<file path="src/rtl/random_draw_client.sv">
// random_draw_client: requester-side controller for the range-limited
// random generator; redraws on out-of-range/excluded values.
module random_draw_client #(
  parameter int GEN_LATENCY = 1,
  parameter int MAX_TRIES   = 8
) (
  input  logic        clk,
  input  logic        reset,
  input  logic        start,
  input  logic [31:0] req_min,
  input  logic [31:0] req_max,
  input  logic        excl_en,
  input  logic [31:0] excl_lo,
  input  logic [31:0] excl_hi,
  output logic        gen_enable,
  output logic [31:0] gen_min,
  output logic [31:0] gen_max,
  input  logic [31:0] gen_value,
  output logic [31:0] result,
  output logic        result_valid,
  input  logic        result_ready,
  output logic        fail,
  output logic        busy,
  output logic [15:0] reject_count
);

  typedef enum logic [2:0] {
    S_IDLE,
    S_REQ,
    S_WAIT,
    S_CHECK,
    S_HOLD
  } state_t;

  localparam logic [3:0] LAT_M1    = 4'(GEN_LATENCY - 1);
  localparam logic [7:0] TRIES_LIM = 8'(MAX_TRIES);
  localparam bit         LAT_ONE   = (GEN_LATENCY == 1);

  state_t      state;
  logic        ex_en;
  logic [31:0] ex_lo;
  logic [31:0] ex_hi;
  logic [7:0]  tries;
  logic [3:0]  cnt;

  logic        in_range;
  logic        in_excl;
  logic        accept;
  logic [7:0]  tries_nxt;

  // Acceptance test on the sampled draw; an inverted window matches nothing.
  always_comb begin
    in_range  = (gen_value >= gen_min) && (gen_value <= gen_max);
    in_excl   = ex_en && (gen_value >= ex_lo) && (gen_value <= ex_hi);
    accept    = in_range && !in_excl;
    tries_nxt = tries + 8'd1;
  end

  // Request FSM with all outputs registered.
  always_ff @(posedge clk or posedge reset) begin
    if (reset) begin
      state        <= S_IDLE;
      gen_enable   <= 1'b0;
      gen_min      <= '0;
      gen_max      <= '0;
      result       <= '0;
      result_valid <= 1'b0;
      fail         <= 1'b0;
      busy         <= 1'b0;
      reject_count <= '0;
      ex_en        <= 1'b0;
      ex_lo        <= '0;
      ex_hi        <= '0;
      tries        <= '0;
      cnt          <= '0;
    end else begin
      unique case (state)
        S_IDLE: begin
          if (start) begin
            gen_min <= req_min;
            gen_max <= req_max;
            ex_en   <= excl_en;
            ex_lo   <= excl_lo;
            ex_hi   <= excl_hi;
            tries   <= '0;
            busy    <= 1'b1;
            if (req_min > req_max) begin
              result       <= req_min;
              fail         <= 1'b1;
              result_valid <= 1'b1;
              state        <= S_HOLD;
            end else begin
              gen_enable <= 1'b1;
              state      <= S_REQ;
            end
          end
        end
        S_REQ: begin
          gen_enable <= 1'b0;
          if (LAT_ONE) begin
            state <= S_CHECK;
          end else begin
            cnt   <= LAT_M1;
            state <= S_WAIT;
          end
        end
        S_WAIT: begin
          cnt <= cnt - 4'd1;
          if (cnt == 4'd1) begin
            state <= S_CHECK;
          end
        end
        S_CHECK: begin
          if (accept) begin
            result       <= gen_value;
            fail         <= 1'b0;
            result_valid <= 1'b1;
            state        <= S_HOLD;
          end else begin
            if (reject_count != 16'hFFFF) begin
              reject_count <= reject_count + 16'd1;
            end
            tries <= tries_nxt;
            if (tries_nxt == TRIES_LIM) begin
              result       <= gen_min;
              fail         <= 1'b1;
              result_valid <= 1'b1;
              state        <= S_HOLD;
            end else begin
              gen_enable <= 1'b1;
              state      <= S_REQ;
            end
          end
        end
        S_HOLD: begin
          if (result_ready) begin
            result_valid <= 1'b0;
            fail         <= 1'b0;
            busy         <= 1'b0;
            state        <= S_IDLE;
          end
        end
        default: begin
          state <= S_IDLE;
        end
      endcase
    end
  end

endmodule

</file>
<file path="config.mk">
export PLATFORM = sky130hd
export DESIGN_NAME = random_draw_client
export DESIGN_NICKNAME = d
export VERILOG_FILES = /design/src/rtl/random_draw_client.sv
export SDC_FILE = /design/constraint.sdc
export NUM_CORES = 1
export LEC_CHECK = 0
export ABC_AREA = 1
export BUFFER_PORTS_ARGS = -buffer_cell sky130_fd_sc_hd__buf_4
export CAP_MARGIN = 5
export CORE_ASPECT_RATIO = 0.75
export CORE_MARGIN = 4
export CORE_UTILIZATION = 56
export DETAILED_ROUTE_END_ITERATION = 8
export PLACE_DENSITY = 0.82
export SLEW_MARGIN = 0
export SYNTH_ARGS = -nofsm -noshare
export SYNTH_HDL_FRONTEND = slang
export SYNTH_SLANG_ARGS = --single-unit
</file>
<file path="constraint.sdc">
create_clock -name clk -period 7.1 [get_ports clk]
set_input_delay 0 -clock clk [delete_from_list [all_inputs] [get_ports clk]]
set_output_delay 0 -clock clk [all_outputs]
set_load 0.01 [all_outputs]
</file>
==> impl_results.rst <==
.. list-table::
   :header-rows: 1

   * - Metric
     - Value
   * - Post-synthesis sequential element count
     - 196
   * - Distinct cells, synth
     - 40
   * - Buffers inserted by post-CTS timing repair
     - 0
   * - Overflow after GRT
     - 0
   * - Launching point of the worst reg2reg path
     - gen_min[22]
   * - Detailed placement HPWL
     - between 20 and 30 mm
   * - Clk network pwr share
     - 16.1%
   * - Setup repair after global routing missed its margin
     - false
   * - Max-Slew Margin vs Limit
     - 25.1%
   * - Clk root buf
     - sky130_fd_sc_hd__clkbuf_16
   * - Vias in the first global route
     - between 10000 and 15000
   * - Length in cells of the worst reg-to-reg path
     - 16
   * - Post-detailed-route DRC marker count
     - 0
   * - Core area
     - ~22000 µm²
   * - Routed metal-1 wire length
     - 17.2 mm
   * - Startpoint class of the critical path
     - register
   * - Routed len/inst
     - 17.6 µm
   * - Start-to-end type of the worst setup path
     - reg2reg
   * - Cell area after synthesis
     - roughly 13000 µm²
   * - Number of nets in the final layout
     - 2371
   * - Number of vias per cell
     - 5.50
   * - Leakage Power
     - between 8 and 9 nW
   * - Fraction of layout cells with a size suffix above 1
     - roughly 18%
   * - Worst vdd ir
     - about 210 µV
   * - Final design utilization
     - 76.7%
   * - Placement-stage worst setup slack
     - 3080 ps
   * - Shortest clock period the worst path allows after layout
     - 4140 ps
   * - Outcome
     - complete, no violations
   * - Power density over the cells
     - ~360 nW/µm²
   * - Sequential share of the synthesized area
     - 38.3%
   * - Most common flop cell mapped by yosys
     - sky130_fd_sc_hd__dfrtp_1
   * - Worst path cell trace
     - inv_1 > ha_1 > nand2_1 > nor2_1 > nand4_1 > nor2_1 > nand2_1 > nand3_1 > nand2_1 > inv_2 > nand2_4 > nand3_4 > nand2_4 > inv_4 > nand2_1 > nand2_1
   * - Setup slack of the most critical reg-to-reg path
     - 2960 ps
   * - Cell Int Power
     - roughly 0.0033 W
   * - Highest metal layer used by the detailed router
     - met4
   * - Worst Path Required
     - 7480 ps
   * - Hold worst-path end
     - result[8]
   * - Routed wire length on met3
     - 3.86 mm
   * - Maximum single-stage delay on the critical path
     - about 530 ps
   * - Final worst-path cycle share
     - 58.3%
   * - Combinational share of power
     - 51.7%
   * - Synthesized area per cell
     - 7.79 µm²
   * - Power share of the sequential group
     - 32.2%
   * - Placement row count
     - 47
   * - Count of buffers inserted at the top-level ports
     - 280
   * - Commonest cells in the synthesized netlist
     - sky130_fd_sc_hd__nand2_1 (471), sky130_fd_sc_hd__inv_1 (226), sky130_fd_sc_hd__dfrtp_1 (196)
   * - Antenna viol nets, final
     - 0
   * - Syn-to-layout area delta
     - 33.3%
   * - Largest area contributor in the netlist
     - sky130_fd_sc_hd__dfrtp_1
   * - Final Setup Violations
     - 0
   * - Horizontal die dimension
     - between 150 and 200 µm
   * - Cell type with the highest occurrence count on the critical path
     - sky130_fd_sc_hd__nand2_1
   * - Net Count, Synth
     - approximately 2000
   * - Overall power after layout
     - 0.00607 W
   * - First-pass iteration count of the detailed router
     - 6
   * - Final WS setup
     - 2960 ps
   * - Category of cells accounting for the largest share of critical-path delay
     - simple AND/OR/NAND/NOR gates
   * - Deepest clock path buffer count
     - 2
   * - Final number of max-transition violations
     - 0
   * - Switching fraction of total power
     - 45.0%
   * - Launch instance of the worst min-delay path
     - gen_value[8]
   * - Crit path DAT
     - ~4500 ps
   * - Reported net switching power
     - roughly 0.0027 W
   * - GP Congestion
     - approximately 0.90
   * - Detailed-route wire length
     - approximately 41 mm
   * - Clock H-tree levels
     - 4
   * - Maximum number of pins on one net before global-route repair
     - about 130
   * - Hold Crit Class
     - in2reg
   * - EDFF count, synth
     - 0
   * - Area share of the largest cell type after synthesis
     - 38.3%
   * - CP max-delay cell
     - sky130_fd_sc_hd__nand2_4
   * - Worst Max-Slew Pin Slew
     - 1120 ps
   * - CTS sink cnt
     - 196
   * - Maximum frequency from static timing analysis
     - 0.242 GHz
   * - Setup TNS Final
     - 0 ps
   * - Fin. Hold Viols
     - 0
   * - Clock transition time at the flip-flop clock pins of the worst setup and hold paths
     - 80 ps
   * - Iter 0 DRT Violations
     - 1145
   * - Top-count cell post-synth
     - sky130_fd_sc_hd__nand2_1
   * - Initial antenna violation count
     - 1
   * - Initial core utilization
     - 57.5%
   * - Ys Warns
     - 0
   * - Inserted Clock Buffers
     - 17
   * - Number of placed I/O pins
     - 281
   * - FFs w/ async S/R, synth
     - 100%
   * - RR Endpoint
     - result[18]
   * - Top area cells in the synthesized netlist
     - sky130_fd_sc_hd__dfrtp_1 (38%), sky130_fd_sc_hd__ha_1 (16%), sky130_fd_sc_hd__nand2_1 (14%)
   * - Total Die Area
     - 25400 µm²
   * - Total track usage
     - about 32%
   * - Clock tree from TritonCTS
     - yes
   * - Hold Worst Slack
     - 3.98 ps
   * - Category of the worst setup path capture point
     - register
   * - Hold Path Stages
     - 5
   * - Total buffers and inverters traversed by the critical path
     - 3
   * - Detailed-route via count
     - 12900
   * - Height of the die
     - 139 µm
   * - Maximum fanout count along the critical path
     - 39
   * - Max Cap Violations
     - 0
   * - Final worst clock skew
     - 13.8 ps
   * - Worst-skew pair later-pin latency
     - 440 ps
   * - DR WL met2
     - 18.8 mm
   * - Global-route wire length before repair
     - approximately 66 mm
   * - Post-synthesis instance total
     - approximately 1600
-- metrics by stage --
stage	instance area (µm²)	std cells
floorplan	12800	1647
global placement	15000	2166
detailed placement	15000	2166
CTS	17100	2347
global route	17100	2348
finish	17100	2348
-- cell type report --
class / instances / area (µm²)
repair buffers: 434 / 3630
flip-flops and latches: 196 / 4900
inverters: 235 / 897
clock inverters: 13 / 143
clock buffers: 18 / 429
multi-input cells: 1157 / 6720
fillers: 1512 / 5190
diodes: 1 / 2.50
well taps: 294 / 368
-- power groups by stage --
stage | clock, W | combinational [W] | sequential, W
floorplan | 0 | 0.00182 | 0.00202
global placement | 0 | 0.00287 | 0.00195
detailed placement | 0 | 0.00299 | 0.00196
CTS | 0.000982 | 0.00308 | 0.00194
global route | 0.00103 | 0.00352 | 0.00201
finish | 0.000976 | 0.00314 | 0.00196
-- tightest hold or removal path, stage by stage --
cell and delay, ps:
sky130_fd_sc_hd__buf_4 140, sky130_fd_sc_hd__nand4_1 100, sky130_fd_sc_hd__nand3_1 80, sky130_fd_sc_hd__nand2_1 50
sky130_fd_sc_hd__nand2_1 50
-- routing by layer --
metal / up-vias / GRT usage, %
met5: - / 0
li1: 6135 / -
met4: 0 / 12.5
met3: 123 / 8.47
met1: 6023 / 42.7
met2: 642 / 50.8
-- layout by cell type (no fill, tap or decap), types with 6 or more instances in the layout --
master / n
sky130_fd_sc_hd__nand2_1: 470
sky130_fd_sc_hd__buf_4: 284
sky130_fd_sc_hd__inv_1: 224
sky130_fd_sc_hd__dfrtp_1: 196
sky130_fd_sc_hd__ha_1: 165
sky130_fd_sc_hd__dlygate4sd3_1: 150
sky130_fd_sc_hd__o21ai_0: 142
sky130_fd_sc_hd__nand3_1: 88
sky130_fd_sc_hd__a21oi_1: 75
sky130_fd_sc_hd__nor2_1: 61
sky130_fd_sc_hd__nand4_1: 50
sky130_fd_sc_hd__clkbuf_16: 17
sky130_fd_sc_hd__o21ai_1: 16
sky130_fd_sc_hd__nand3_2: 16
sky130_fd_sc_hd__xor2_1: 15
sky130_fd_sc_hd__nand2_2: 14
sky130_fd_sc_hd__nor3_1: 12
sky130_fd_sc_hd__o21a_1: 8
sky130_fd_sc_hd__inv_8: 6
-- worst max path at each step --
stage                 from          to  slack (ps)  depth (start not counted)
3_3_place_gp   gen_min[23]  result[18]        3310                         16
5_1_grt        gen_min[22]  result[18]        2780                         16
2_1_floorplan        reset        busy        1760                          1
6_report       gen_min[22]  result[18]        2960                         16
4_1_cts        gen_min[22]  result[18]        3050                         16
3_5_place_dp   gen_min[22]  result[18]        3080                         16
-- flip-flops by register name, summed over array words and instances, names as in the netlist --
name,cells
gen_enable,1
gen_min,32
busy,1
ex_lo,32
result,32
ex_en,1
cnt,4
reject_count,16
fail,1
gen_max,32
tries,8
state,3
ex_hi,32
result_valid,1
-- cells by family after synthesis --
logic type                 share of synthesized area [%]
and+or+nand+nor                                     24.9
buffers and inverters                               9.44
AOI/OAI and AO/OA                                   10.2
xor gates and xnor gates                            1.09
adders and majority gates                           16.1
DFF                                                 38.3
-- repair_timing --
item                                   in CTS  in global routing
hold buffers                              150                  0
endpoints found under the hold margin     285                  0
resized for setup                           0                  0
Note: power is estimated with default switching activity, not from simulation.
